[config.mk]
export PLATFORM = sky130hd
export DESIGN_NAME = ahblite_master_mux2
export DESIGN_NICKNAME = d
export VERILOG_FILES = /design/src/rtl/ahblite_master_mux2_pkg.sv /design/src/rtl/ahblite_req_hold.sv /design/src/rtl/ahblite_master_mux2.sv
export SDC_FILE = /design/constraint.sdc
export NUM_CORES = 1
export LEC_CHECK = 0
export CORE_UTILIZATION = 35
export CTS_BUF_LIST = sky130_fd_sc_hd__clkbuf_4 sky130_fd_sc_hd__clkbuf_8 sky130_fd_sc_hd__clkbuf_16
export DETAILED_ROUTE_END_ITERATION = 8
export GPL_TIMING_DRIVEN = 0
export PLACE_DENSITY = 0.72
export RECOVER_POWER = 100
export SETUP_SLACK_MARGIN = 0.3
export SYNTH_ARGS = -nofsm -noshare
export SYNTH_HDL_FRONTEND = slang
export SYNTH_SLANG_ARGS = --single-unit
[constraint.sdc]
create_clock -name HCLK -period 2.75 [get_ports HCLK]
set_input_delay 0.55 -clock HCLK [delete_from_list [all_inputs] [get_ports HCLK]]
set_output_delay 0.55 -clock HCLK [all_outputs]
set_load 0.01 [all_outputs]
[src/rtl/ahblite_master_mux2_pkg.sv]
// rtl/ahblite_master_mux2_pkg.sv - shared encodings for the two-master AHB-Lite mux
//
// Purpose: data-phase owner encoding, HTRANS constants, downstream source
// selector and small helpers used by the mux top and its testbench.
// Ports: none (package).
package ahblite_master_mux2_pkg;

  typedef enum logic [1:0] {
    OWN_NONE = 2'd0,
    OWN_M0   = 2'd1,
    OWN_M1   = 2'd2
  } owner_e;

  localparam logic [1:0] IDLE   = 2'b00;
  localparam logic [1:0] BUSY   = 2'b01;
  localparam logic [1:0] NONSEQ = 2'b10;
  localparam logic [1:0] SEQ    = 2'b11;

  // Where the downstream address/control comes from this cycle.
  typedef enum logic [2:0] {
    SRC_NONE  = 3'd0,
    SRC_PEND0 = 3'd1,
    SRC_PEND1 = 3'd2,
    SRC_LIVE0 = 3'd3,
    SRC_LIVE1 = 3'd4
  } src_e;

  // NONSEQ and SEQ carry a transfer; IDLE and BUSY never do.
  function automatic logic is_active(input logic [1:0] htrans);
    return (htrans == NONSEQ) || (htrans == SEQ);
  endfunction

  function automatic owner_e src_owner(input src_e src);
    owner_e own;
    case (src)
      SRC_PEND0, SRC_LIVE0: own = OWN_M0;
      SRC_PEND1, SRC_LIVE1: own = OWN_M1;
      default:              own = OWN_NONE;
    endcase
    return own;
  endfunction

endpackage

[src/rtl/ahblite_req_hold.sv]
// rtl/ahblite_req_hold.sv - one-deep pending address/control slot for one master
//
// Purpose: remembers a live request that could not be issued so it can be
// replayed downstream later.
// Ports:
//   clk_i, rst_ni           clock, asynchronous active-low reset
//   capture_i               load slot from haddr_i/hwrite_i/hsize_i, set pending
//   release_i               slot issued downstream, clear pending
//   haddr_i/hwrite_i/hsize_i  live address/control of the master
//   pend_o                  slot holds an unissued request
//   haddr_o/hwrite_o/hsize_o  captured address/control
module ahblite_req_hold (
  input  logic        clk_i,
  input  logic        rst_ni,
  input  logic        capture_i,
  input  logic        release_i,
  input  logic [31:0] haddr_i,
  input  logic        hwrite_i,
  input  logic [2:0]  hsize_i,
  output logic        pend_o,
  output logic [31:0] haddr_o,
  output logic        hwrite_o,
  output logic [2:0]  hsize_o
);

  logic        pend_q,   pend_d;
  logic [31:0] haddr_q,  haddr_d;
  logic        hwrite_q, hwrite_d;
  logic [2:0]  hsize_q,  hsize_d;

  // Capture and release are mutually exclusive in practice: a master with a
  // pending slot has HREADY_Mx low and so cannot present a live request.
  always_comb begin
    pend_d   = pend_q;
    haddr_d  = haddr_q;
    hwrite_d = hwrite_q;
    hsize_d  = hsize_q;
    if (capture_i) begin
      pend_d   = 1'b1;
      haddr_d  = haddr_i;
      hwrite_d = hwrite_i;
      hsize_d  = hsize_i;
    end else if (release_i) begin
      pend_d   = 1'b0;
    end
  end

  always_ff @(posedge clk_i or negedge rst_ni) begin
    if (!rst_ni) begin
      pend_q   <= 1'b0;
      haddr_q  <= 32'h0;
      hwrite_q <= 1'b0;
      hsize_q  <= 3'b000;
    end else begin
      pend_q   <= pend_d;
      haddr_q  <= haddr_d;
      hwrite_q <= hwrite_d;
      hsize_q  <= hsize_d;
    end
  end

  assign pend_o   = pend_q;
  assign haddr_o  = haddr_q;
  assign hwrite_o = hwrite_q;
  assign hsize_o  = hsize_q;

endmodule

[src/rtl/ahblite_master_mux2.sv]
// rtl/ahblite_master_mux2.sv - merges two AHB-Lite masters onto one downstream master port
//
// Purpose: zero-latency pass-through when uncontended; a losing or stalled
// request is parked in a per-master slot and replayed as NONSEQ.
// Parameter: LIVE_PRIO_M1 - a live M1 request beats a live M0 request.
// Ports:
//   HCLK, HRESETn                              clock, asynchronous active-low reset
//   HADDR/HTRANS/HWRITE/HSIZE/HWDATA_M0/_M1     upstream master requests
//   HREADY_M0/_M1, HRDATA_M0/_M1               upstream ready / read data
//   HADDR/HTRANS/HWRITE/HSIZE/HWDATA            downstream master port
//   HREADY, HRDATA                             downstream ready / read data
module ahblite_master_mux2
  import ahblite_master_mux2_pkg::*;
#(
  parameter bit LIVE_PRIO_M1 = 1'b0
) (
  input  logic        HCLK,
  input  logic        HRESETn,
  input  logic [31:0] HADDR_M0,
  input  logic [1:0]  HTRANS_M0,
  input  logic        HWRITE_M0,
  input  logic [2:0]  HSIZE_M0,
  input  logic [31:0] HWDATA_M0,
  output logic        HREADY_M0,
  output logic [31:0] HRDATA_M0,
  input  logic [31:0] HADDR_M1,
  input  logic [1:0]  HTRANS_M1,
  input  logic        HWRITE_M1,
  input  logic [2:0]  HSIZE_M1,
  input  logic [31:0] HWDATA_M1,
  output logic        HREADY_M1,
  output logic [31:0] HRDATA_M1,
  output logic [31:0] HADDR,
  output logic [1:0]  HTRANS,
  output logic        HWRITE,
  output logic [2:0]  HSIZE,
  output logic [31:0] HWDATA,
  input  logic        HREADY,
  input  logic [31:0] HRDATA
);

  owner_e owner_q, owner_d;
  owner_e lock_q,  lock_d;
  src_e   src;

  logic        pend0, pend1;
  logic [31:0] paddr0, paddr1;
  logic        pwrite0, pwrite1;
  logic [2:0]  psize0, psize1;
  logic        live0, live1;
  logic        cap0, cap1, rel0, rel1;

  // A master with a parked request sees HREADY low until the slot is issued;
  // otherwise it only waits on its own data phase.
  assign HREADY_M0 = ~pend0 & ((owner_q == OWN_M0) ? HREADY : 1'b1);
  assign HREADY_M1 = ~pend1 & ((owner_q == OWN_M1) ? HREADY : 1'b1);

  assign live0 = HRESETn & is_active(HTRANS_M0) & HREADY_M0;
  assign live1 = HRESETn & is_active(HTRANS_M1) & HREADY_M1;

  // lock_q names the slot that was shown downstream during a stall. Forcing it
  // again keeps address/control stable even if the other master got parked
  // (and would otherwise win on slot priority) in the meantime.
  always_comb begin
    src = SRC_NONE;
    if (!HRESETn) begin
      src = SRC_NONE;
    end else if (lock_q == OWN_M0 && pend0) begin
      src = SRC_PEND0;
    end else if (lock_q == OWN_M1 && pend1) begin
      src = SRC_PEND1;
    end else if (pend0) begin
      src = SRC_PEND0;
    end else if (pend1) begin
      src = SRC_PEND1;
    end else if (LIVE_PRIO_M1 && live1) begin
      src = SRC_LIVE1;
    end else if (live0) begin
      src = SRC_LIVE0;
    end else if (live1) begin
      src = SRC_LIVE1;
    end
  end

  always_comb begin
    HTRANS = NONSEQ;
    HADDR  = HADDR_M0;
    HWRITE = HWRITE_M0;
    HSIZE  = HSIZE_M0;
    case (src)
      SRC_PEND0: begin
        HADDR  = paddr0;
        HWRITE = pwrite0;
        HSIZE  = psize0;
      end
      SRC_PEND1: begin
        HADDR  = paddr1;
        HWRITE = pwrite1;
        HSIZE  = psize1;
      end
      SRC_LIVE0: begin
        HADDR  = HADDR_M0;
        HWRITE = HWRITE_M0;
        HSIZE  = HSIZE_M0;
      end
      SRC_LIVE1: begin
        HADDR  = HADDR_M1;
        HWRITE = HWRITE_M1;
        HSIZE  = HSIZE_M1;
      end
      default: HTRANS = IDLE;
    endcase
  end

  // A live request that does not complete its address phase this edge is
  // parked; a stalled live transfer is parked too and replayed from the slot.
  assign cap0 = live0 & ~((src == SRC_LIVE0) & HREADY);
  assign cap1 = live1 & ~((src == SRC_LIVE1) & HREADY);
  assign rel0 = (src == SRC_PEND0) & HREADY;
  assign rel1 = (src == SRC_PEND1) & HREADY;

  always_comb begin
    owner_d = owner_q;
    lock_d  = OWN_NONE;
    if (HREADY) begin
      owner_d = src_owner(src);
    end else begin
      lock_d  = src_owner(src);
    end
  end

  always_ff @(posedge HCLK or negedge HRESETn) begin
    if (!HRESETn) begin
      owner_q <= OWN_NONE;
      lock_q  <= OWN_NONE;
    end else begin
      owner_q <= owner_d;
      lock_q  <= lock_d;
    end
  end

  assign HWDATA    = (owner_q == OWN_M1) ? HWDATA_M1 : HWDATA_M0;
  assign HRDATA_M0 = HRDATA;
  assign HRDATA_M1 = HRDATA;

  ahblite_req_hold u_hold0 (
    .clk_i     (HCLK),
    .rst_ni    (HRESETn),
    .capture_i (cap0),
    .release_i (rel0),
    .haddr_i   (HADDR_M0),
    .hwrite_i  (HWRITE_M0),
    .hsize_i   (HSIZE_M0),
    .pend_o    (pend0),
    .haddr_o   (paddr0),
    .hwrite_o  (pwrite0),
    .hsize_o   (psize0)
  );

  ahblite_req_hold u_hold1 (
    .clk_i     (HCLK),
    .rst_ni    (HRESETn),
    .capture_i (cap1),
    .release_i (rel1),
    .haddr_i   (HADDR_M1),
    .hwrite_i  (HWRITE_M1),
    .hsize_i   (HSIZE_M1),
    .pend_o    (pend1),
    .haddr_o   (paddr1),
    .hwrite_o  (pwrite1),
    .hsize_o   (psize1)
  );

endmodule

Word-level counts from Yosys, hierarchy flattened
Index checks and enable logic that the tools add are counted.
{"block": "totals", "register_bits": 78, "in_bits": 175, "word_cells": 67}
{"block": "op_classes", "eq_ne": 12, "muxes": 20, "bitwise": 16, "n_reduce_logical": 9}
{"cell": "$pmux W32 S3", "n": 1}
{"cell": "$mux W32", "n": 1}
{"cell": "$mux W3", "n": 7}
{"cell": "$and A1 B1 Y1", "n": 12}
{"cell": "$eq A2 B2 Y1 const B", "n": 6}
{"cell": "$pmux W3 S3", "n": 1}
{"cell": "$eq A3 B2 Y1 const B", "n": 2}
{"cell": "$mux W1", "n": 6}
{"cell": "$eq A2 B1 Y1 const B", "n": 2}
{"cell": "$mux W2", "n": 2}
{"cell": "$not A1 Y1", "n": 4}
{"cell": "$pmux W2 S2", "n": 1}
{"cell": "$reduce_bool A2 Y1", "n": 2}
{"cell": "$reduce_or A2 Y1", "n": 2}
{"cell": "$reduce_or A4 Y1", "n": 1}
{"cell": "$eq A3 B1 Y1 const B", "n": 1}
{"cell": "$eq A3 B3 Y1 const B", "n": 1}
{"cell": "$pmux W1 S3", "n": 1}
{"cell": "$logic_and A1 B1 Y1", "n": 2}
{"cell": "$logic_or A1 B1 Y1", "n": 2}

Depth between registers and ports, before layout
Gate-level depths: netlist of the first run.
{"block": "depth", "depth_word": 16, "mapped_depth": 6, "ltp_nobuf": 4}

Hierarchy
A second synthesis of the first run with hierarchy kept.
{"block": "unflattened", "cells_unflattened": 385, "hier_area_um2": 5008.6}
{"module": "ahblite_req_hold", "instances": 2, "cells_per_inst": 79, "area_each_um2": 1522.7, "seq_area_each_um2": 925.9}
{"module": "ahblite_master_mux2", "instances": 1, "cells_per_inst": 227, "area_each_um2": 1963.1, "seq_area_each_um2": 100.1}

Least setup slack after synthesis of the first run
Ideal clock, no wire load.
{"block": "synth_path", "path_kind": "input to output", "startpoint": "input HREADY", "endpoint": "output HADDR[0]", "arrival_time_ns": 1.881, "t_required_ns": 2.200, "path_slack_ns": 0.319, "cell_stages": 5, "path_buffers": 1, "path_cell_list": "nor3b_2 o2111ai_2 a21boi_2 buf_4 mux2_2"}
{"block": "synth_between", "elab_chain_len": 12, "word_cells_on_any_way": 17, "cone_classes": "3 x eq/ne; 10 x mux; 4 x bitwise"}
{"element": "from (decl)", "line_no": "ahblite_master_mux2.sv:38", "source": "input logic HREADY,"}
{"element": "$mux W1", "line_no": "ahblite_master_mux2.sv:56", "source": "assign HREADY_M1 = ~pend1 & ((owner_q == OWN_M1) ? HREADY : 1'b1);"}
{"element": "$and A1 B1 Y1", "line_no": "ahblite_master_mux2.sv:56"}
{"element": "$and A1 B1 Y1", "line_no": "ahblite_master_mux2.sv:59", "source": "assign live1 = HRESETn & is_active(HTRANS_M1) & HREADY_M1;"}
{"element": "$mux W3", "line_no": "ahblite_master_mux2.sv:80", "source": "end else if (live1) begin"}
{"element": "$mux W3 (*)", "line_no": "ahblite_master_mux2.sv:78", "source": "end else if (live0) begin"}
{"element": "$mux W3 (*)", "line_no": "ahblite_master_mux2.sv:74", "source": "end else if (pend1) begin"}
{"element": "$mux W3 (*)", "line_no": "ahblite_master_mux2.sv:72", "source": "end else if (pend0) begin"}
{"element": "$mux W3 (*)", "line_no": "ahblite_master_mux2.sv:70", "source": "end else if (lock_q == OWN_M1 && pend1) begin"}
{"element": "$mux W3 (*)", "line_no": "ahblite_master_mux2.sv:68", "source": "end else if (lock_q == OWN_M0 && pend0) begin"}
{"element": "$mux W3 (*)", "line_no": "ahblite_master_mux2.sv:66", "source": "if (!HRESETn) begin"}
{"element": "$eq A3 B3 Y1, or another cell as far along", "line_no": "ahblite_master_mux2.sv:90", "source": "case (src)"}
{"element": "$pmux W32 S3 (*)", "line_no": "ahblite_master_mux2.sv:90"}
{"element": "to (decl)", "line_no": "ahblite_master_mux2.sv:33", "source": "output logic [31:0] HADDR,"}
Mark *: on every way between the ends. The rest lies on a longest branch, timed or not.

Final worst setup path of the first run
{"block": "layout_path", "startpoint": "register owner_q[1]", "endpoint": "output HADDR[11]"}
{"block": "layout_between", "elab_chain_len": 13, "word_cells_on_any_way": 19, "cone_classes": "5 x eq/ne; 10 x mux; 4 x bitwise"}
{"element": "from (decl)", "line_no": "ahblite_master_mux2.sv:42", "source": "owner_e owner_q, owner_d;"}
{"element": "from (signal assigned)", "line_no": "ahblite_master_mux2.sv:137", "source": "owner_q <= owner_d;"}
{"element": "$eq A2 B2 Y1", "line_no": "ahblite_master_mux2.sv:56"}
{"element": "$mux W1", "line_no": "ahblite_master_mux2.sv:56"}
{"element": "$and A1 B1 Y1", "line_no": "ahblite_master_mux2.sv:56"}
{"element": "$and A1 B1 Y1", "line_no": "ahblite_master_mux2.sv:59"}
{"element": "$mux W3", "line_no": "ahblite_master_mux2.sv:80"}
{"element": "$mux W3 (*)", "line_no": "ahblite_master_mux2.sv:78"}
{"element": "$mux W3 (*)", "line_no": "ahblite_master_mux2.sv:74"}
{"element": "$mux W3 (*)", "line_no": "ahblite_master_mux2.sv:72"}
{"element": "$mux W3 (*)", "line_no": "ahblite_master_mux2.sv:70"}
{"element": "$mux W3 (*)", "line_no": "ahblite_master_mux2.sv:68"}
{"element": "$mux W3 (*)", "line_no": "ahblite_master_mux2.sv:66"}
{"element": "$eq A3 B3 Y1, or another cell as far along", "line_no": "ahblite_master_mux2.sv:90"}
{"element": "$pmux W32 S3 (*)", "line_no": "ahblite_master_mux2.sv:90"}
Marked as above.

==> impl_metrics.csv, run 1 <==
group,metric,value,unit
drt,drt_iter0_drc,184,
critical_path,slowest_delay,430,ps
synthesis,syn_area_per_cell,10.9,µm²
drt,antenna_left,0,
min_path,holdCritPathClass,"in2async",
sta,worst_hold_slack,47.7,ps
critical_path,r2r-start,"owner_q[0]$_DFFE_PN0P_",
critical_path,cp.arrival,2310,ps
critical_path,path_buf_inv,4,
critical_path,r2r_cells,9,
die,die_area,16000,µm²
sta,max-slew-margin-rel,60.0,%
grt,grt_max_degree,46,
clocking,cts_hold_buffers,0,
placed_design,place_congestion,0.783,
die,fp.dieW,126,µm
sta,post-route-min-period,2860,ps
critical_path,path_cells,"or3b_4 > o2111ai_4 > a21boi_4 > buf_6 > buf_8 > buf_8 > mux2_4 > buf_6",
die,core_area,15100,µm²
clocking,tritoncts,"built",
critical_path,cp_max_fo,5,
sta,worst_slew_pin_slew,598,ps
placed_design,placed_area,8430,µm²
drt,via_per_inst,5.10,
clocking,cts.sinks,78,
grt,grtUsageMet2,39.0,%
cells_and_area,mostFrequentLayoutCell,"clkdlybuf4s50_1",
drt,routed-via-count,5115,
synthesis,syn_area,5420,µm²
critical_path,worstReg2RegEnd,"u_hold0.haddr_o[16]$_DFFE_PN0P_",
job,drv_cap,0,
critical_path,critPathRequiredTime,2200,ps
power,vdd_drop_max,0.435,mV
power,pwr-share-comb,57.4,%
critical_path,cp_slowest_cell,"or3b_4",
cells_and_area,final_nets,980,
clocking,numCtsBuffers,9,
synthesis,netlist_instances,496,
synthesis,yosysWarnings,0,
cells_and_area,most-common-layout-cells,"clkdlybuf4s50_1 (201), dfrtp_1 (78), mux2_2 (76)",
grt,use_met1,30.5,%
synthesis,synth-seq-area-share,36.0,%
cells_and_area,drive_gt1_share,40.7,%
clocking,htreeDepth,3,
grt,grt_overflow_total,0,
synthesis,async_flop_share,100,%
sta,finalWorstSetupSlack,-115,ps
clocking,clk_latency,350,ps
drt,drt_drc_violations_left,0,
power,total_power,7.45,mW
grt,grt_pass1_vias,5219,
cells_and_area,area_delta_synth_final,75.0,%
drt,first_pass_iters,4,
placed_design,hpwl,14100,µm
power,clkPwrFrac,15.3,%
die,ios,311,
die,placementRows,45,
sta,fin_setup_tns,-2800,ps
clocking,clockRootBuffer,"clkbuf_16",
placed_design,port-buffer-count,275,
power,leakage,4.39,nW
grt,antenna_found_initial,7,
grt,top_usage_layer,"met2",
grt,grtUsageMet3,7.51,%
power,p_switching,2.59,mW
power,sequentialPowerShare,27.3,%
clocking,cts.clk_slew.worst_paths,60,ps
critical_path,cpLargestDelayFamily,"buffers and inverters",
sta,hold_viol,0,
sta,fin_crit_sh,104,%
sta,clock_skew,4.70,ps
synthesis,ys_ff_latch,78,
critical_path,ff2ff_setup_slack,80,ps
drt,routed_wl,19700,µm
status,violations,"setup timing",
sta,grt_setup_unrepaired,"yes",
cells_and_area,final_cell_area,9490,µm²
synthesis,ys.flop_type,"dfrtp_1",
synthesis,synth_edf_count,0,
synthesis,ys_types,35,
drt,routedWlPerCell,19.6,µm
critical_path,crit_type,"reg2out",
power,sw_frac_of_total,34.8,%
grt,grt_pass1_wl,29200,µm
grt,grt_use_total,23.9,%
critical_path,cp-end-kind,"output pin",
die,initial_utilization,35.8,%
power,p_int,4.86,mW
sta,max_clock_freq,349,MHz
sta,finalSetupViolCount,33,
die,die_h,126,µm
clocking,clockBufferDepth,2,
status,status,"finished, violations left",
power,power_density,785,nW/µm²
critical_path,critPathLaunchType,"flop",
synthesis,synth_nets,671,
sta,final_max_slew_viol_count,0,
==> worst max path at each step <==
stage | from | end | slack [ps] | depth (start not counted)
floorplan | HREADY | HADDR[0] | 320 | 5
global placement | HRESETn | HADDR[23] | -3950 | 7
detailed placement | HRESETn | HADDR[15] | -1180 | 7
CTS | owner_q[1]$_DFFE_PN0P_ | HADDR[11] | -120 | 8
global route | owner_q[1]$_DFFE_PN0P_ | HADDR[18] | -190 | 7
finish | owner_q[1]$_DFFE_PN0P_ | HADDR[11] | -110 | 8
==> logic make-up (layout without fill, tap and decap cells) <==
logic type	Yosys count	in the layout	synth area share (%)
and+or+nand+nor	54	54	5.42
buffers and inverters	140	454	15.1
DFF	78	78	36.0
AOI/OAI and AO/OA	87	87	13.2
other	1	5	0.0692
muxes	136	136	30.3
==> per-layer routing <==
| layer | vias up | part of all wire, % |
|---|---|---|
| met4 | 6 | 1.4 |
| met3 | 28 | 7.9 |
| met1 | 2500 | 42 |
| met2 | 201 | 49 |
| met5 | - | 0.23 |
| li1 | 2380 | - |
==> cells in the mapped netlist, types with 5 or more instances <==
cell type / instances / share of area, %
and3_1: 5 / 0.58
buf_2: 5 / 0.46
buf_4: 68 / 9.4
clkbuf_1: 24 / 1.7
dfrtp_1: 78 / 36
inv_1: 35 / 2.4
mux2_2: 107 / 22
mux2_4: 29 / 8.0
nand3_1: 32 / 3.0
nor2_1: 5 / 0.35
o211ai_1: 32 / 4.4
o311ai_0: 32 / 5.2
==> state kept, by name, summed over array words and instances (netlist names), 2 cells and up <==
register / cells
u_hold0.haddr_o: 32
u_hold1.haddr_o: 32
u_hold0.hsize_o: 3
u_hold1.hsize_o: 3
lock_q: 2
owner_q: 2
==> power groups by stage <==
stage                     registers (mW)  logic [mW]  clock network [mW]
after detailed placement            2.04        3.63                   0
final                               2.04        4.28                1.14
after global placement              2.00        3.55                   0
after CTS                           2.03        4.11                1.17
after floorplan                     1.94        2.19                   0
after global routing                2.10        4.56                1.21
==> cell type report <==
cell class	count	area, µm²
antenna	4	10.0
buffer	104	832
clock buffer	11	246
clock inverter	5	35.0
fill	1249	5660
inverter	36	140
multi-input combinational	278	2880
sequential	78	1950
tap	188	235
timing repair buffer	298	3160
==> what timing repair did <==
| action | in CTS | in global routing |
|---|---|---|
| pin swaps | 5 | 8 |
| setup endpoints to repair | 125 | 72 |
| gates cloned | 3 | 0 |
| endpoints found under the hold margin | 0 | 0 |
| setup buffers | 14 | 5 |
| resized for setup | 272 | 105 |
==> through the flow <==
step                util, %  instances  setup slack, ps
floorplan                 -        496              319
global placement       55.5        959            -3950
detailed placement     55.7        960            -1180
CTS                    60.8        993             -117
global route           62.6        999             -187
finish                 62.6       1002             -115
(Power assumes the default switching activity.)
==> run 2: changes to the inputs <==
- CORE_UTILIZATION: 35 -> 39
- PLACE_DENSITY: 0.72 -> 0.79
==> run 2 against run 1 <==
Net effect:
- the flow still finishes with violations (setup timing)
- sequential share of layout area grew 0.31 points
- routed wire length shrank 3.0%
- cell count shrank 1.2%
- final area shrank 1.4%
- global-route usage grew 2.2 points
- hold slack gained 3.1 ps
- core utilization grew 7.1 points
- fmax shrank 1.3%
- total power grew 0.79%
- via count grew 0.43%
- largest cell class unchanged
- largest power group unchanged
- highest routed layer unchanged
==> impl_metrics.csv, run 2 (synthesis gave the netlist of run 1 again) <==
group,metric,value,unit
sta,max_clock_freq,345,MHz
sta,max-slew-margin-rel,7.20,%
die,die_area,14400,µm²
critical_path,r2r-start,"owner_q[0]$_DFFE_PN0P_",
status,status,"finished, violations left",
cells_and_area,fillCellCount,986,
clocking,clockBufferDepth,2,
sta,fin_setup_tns,-3250,ps
power,pwr-share-comb,55.6,%
grt,grt_max_degree,55,
power,clkPwrFrac,17.1,%
critical_path,critPathLaunchType,"flop",
critical_path,cp.arrival,2350,ps
power,power_density,803,nW/µm²
power,total_power,7.51,mW
critical_path,crit_cells,9,
placed_design,hpwl,14100,µm
grt,grt_use_total,26.0,%
critical_path,cp_max_fo,7,
cells_and_area,drive_gt1_share,42.8,%
grt,grtUsageMet2,43.1,%
cells_and_area,mostFrequentLayoutCell,"clkdlybuf4s50_1",
sta,fin_crit_sh,106,%
critical_path,cpLargestDelayFamily,"buffers and inverters",
power,p_switching,2.58,mW
sta,finalWorstSetupSlack,-153,ps
critical_path,cp_slowest_cell,"dfrtp_2",
sta,post-route-min-period,2900,ps
sta,clock_skew,7.20,ps
drt,routed-via-count,5137,
cells_and_area,area_delta_synth_final,72.5,%
clocking,htreeDepth,3,
drt,first_pass_iters,5,
job,drv_cap,0,
critical_path,cp-startpoint,"owner_q[1]$_DFFE_PN0P_",
die,ios,311,
cells_and_area,final_nets,980,
clocking,clockRootBuffer,"clkbuf_16",
critical_path,worstReg2RegEnd,"u_hold0.haddr_o[22]$_DFFE_PN0P_",
min_path,holdCritPathClass,"in2async",
grt,grtUsageMet3,7.84,%
die,die_h,120,µm
clocking,cts.sinks,78,
critical_path,crit_type,"reg2out",
sta,finalSetupViolCount,32,
critical_path,critPathRequiredTime,2200,ps
die,initial_utilization,40.4,%
grt,top_usage_layer,"met2",
drt,via_per_inst,5.19,
power,p_int,4.92,mW
power,leakage,4.11,nW
critical_path,path_cells,"nor3b_4 > buf_4 > o2111ai_4 > a21boi_4 > buf_12 > buf_12 > buf_6 > mux2_4 > buf_6",
grt,grt_pass1_vias,5377,
status,violations,"setup timing",
drt,routedWlPerCell,19.3,µm
sta,hold_viol,0,
placed_design,port-buffer-count,275,
critical_path,slowest_delay,430,ps
critical_path,endpoint,"HADDR[1]",
cells_and_area,most-common-layout-cells,"clkdlybuf4s50_1 (201), mux2_2 (81), buf_4 (79)",
die,placementRows,42,
grt,grt_pass1_wl,28800,µm
critical_path,cp-end-kind,"output pin",
die,fp.dieW,120,µm
clocking,numCtsBuffers,9,
power,sequentialPowerShare,27.2,%
placed_design,place_congestion,0.783,
drt,routed_wl,19100,µm
clocking,cts.clk_slew.worst_paths,60,ps
drt,antenna_left,0,
grt,use_met1,33.5,%
critical_path,path_buf_inv,5,
critical_path,ff2ff_setup_slack,390,ps
clocking,cts_hold_buffers,0,
drt,drt_iter0_drc,199,
power,vdd_drop_max,0.462,mV
die,core_area,13400,µm²
critical_path,r2r_cells,9,
sta,final_max_slew_viol_count,0,
sta,grt_setup_unrepaired,"yes",
sta,worst_slew_pin_slew,1390,ps
sta,worst_hold_slack,50.8,ps
clocking,clk_latency,330,ps
drt,drt_drc_violations_left,0,
clocking,tritoncts,"built",
grt,grt_overflow_total,0,
power,sw_frac_of_total,34.4,%
grt,antenna_found_initial,6,
[run 2: cell types whose count changed in the layout (fill, tap and decap cells not counted), sizes merged]
cell	before	now
clkbuf	35	43
clkinvlp	4	2
dlymetal6s2s	33	3
bufinv	0	2
buf	142	138
inv	35	37
clkdlybuf4s15	0	24
[run 2: how the worst min path moves through the flow]
stage | startpoint | to | slack, ps
finish | HRESETn | u_hold0.haddr_o[9]$_DFFE_PN0P_ | 50
global route | HRESETn | u_hold1.haddr_o[9]$_DFFE_PN0P_ | 60
CTS | HRESETn | u_hold0.haddr_o[9]$_DFFE_PN0P_ | 90
detailed placement | u_hold1.haddr_o[30]$_DFFE_PN0P_ | u_hold1.haddr_o[30]$_DFFE_PN0P_ | 490
global placement | u_hold1.haddr_o[20]$_DFFE_PN0P_ | u_hold1.haddr_o[20]$_DFFE_PN0P_ | 490
floorplan | HRESETn | lock_q[0]$_DFF_PN0_ | 250
[run 2: power by group through the flow]
| stage | logic, mW | clock network, mW | registers, mW |
|---|---|---|---|
| 6_report | 4.18 | 1.29 | 2.04 |
| 4_1_cts | 3.89 | 1.31 | 2.02 |
| 3_3_place_gp | 3.51 | 0 | 2.00 |
| 5_1_grt | 4.45 | 1.36 | 2.10 |
| 3_5_place_dp | 3.58 | 0 | 2.03 |
| 2_1_floorplan | 2.19 | 0 | 1.94 |
[run 2: layer usage]
metal / share of wire [%] / vias to the layer above
met4: 0.70 / 4
li1: - / 2379
met5: 0.13 / -
met2: 49 / 214
met3: 8.3 / 17
met1: 41 / 2523
[run 2: layout make-up]
| cell class | instances | area, µm² | share of cell area [%] |
|---|---|---|---|
| diodes | 4 | 10.0 | 0.107 |
| inverters | 36 | 138 | 1.47 |
| multi-input cells | 278 | 2940 | 31.4 |
| repair buffers | 298 | 2950 | 31.5 |
| flip-flops and latches | 78 | 1950 | 20.9 |
| well taps | 176 | 220 | 2.35 |
| clock inverters | 7 | 97.6 | 1.04 |
| plain buffers | 104 | 825 | 8.82 |
| clock buffers | 9 | 225 | 2.41 |
[run 2: through the flow]
step	utilization (%)	setup WS (ps)	cell area, µm²	std cells
3_5_place_dp	62.8	-1070	8420	948
2_1_floorplan	-	319	5420	496
3_3_place_gp	62.6	-3740	8390	947
5_1_grt	69.7	-211	9350	988
4_1_cts	68.0	-176	9110	980
6_report	69.8	-153	9350	990
[run 2: timing repair]
item                                    in CTS  in global routing
gates resized for setup                    278                133
pin swaps                                    5                 11
setup buffers                               13                  6
gates cloned                                 3                  0
endpoints found under the setup margin      92                 42
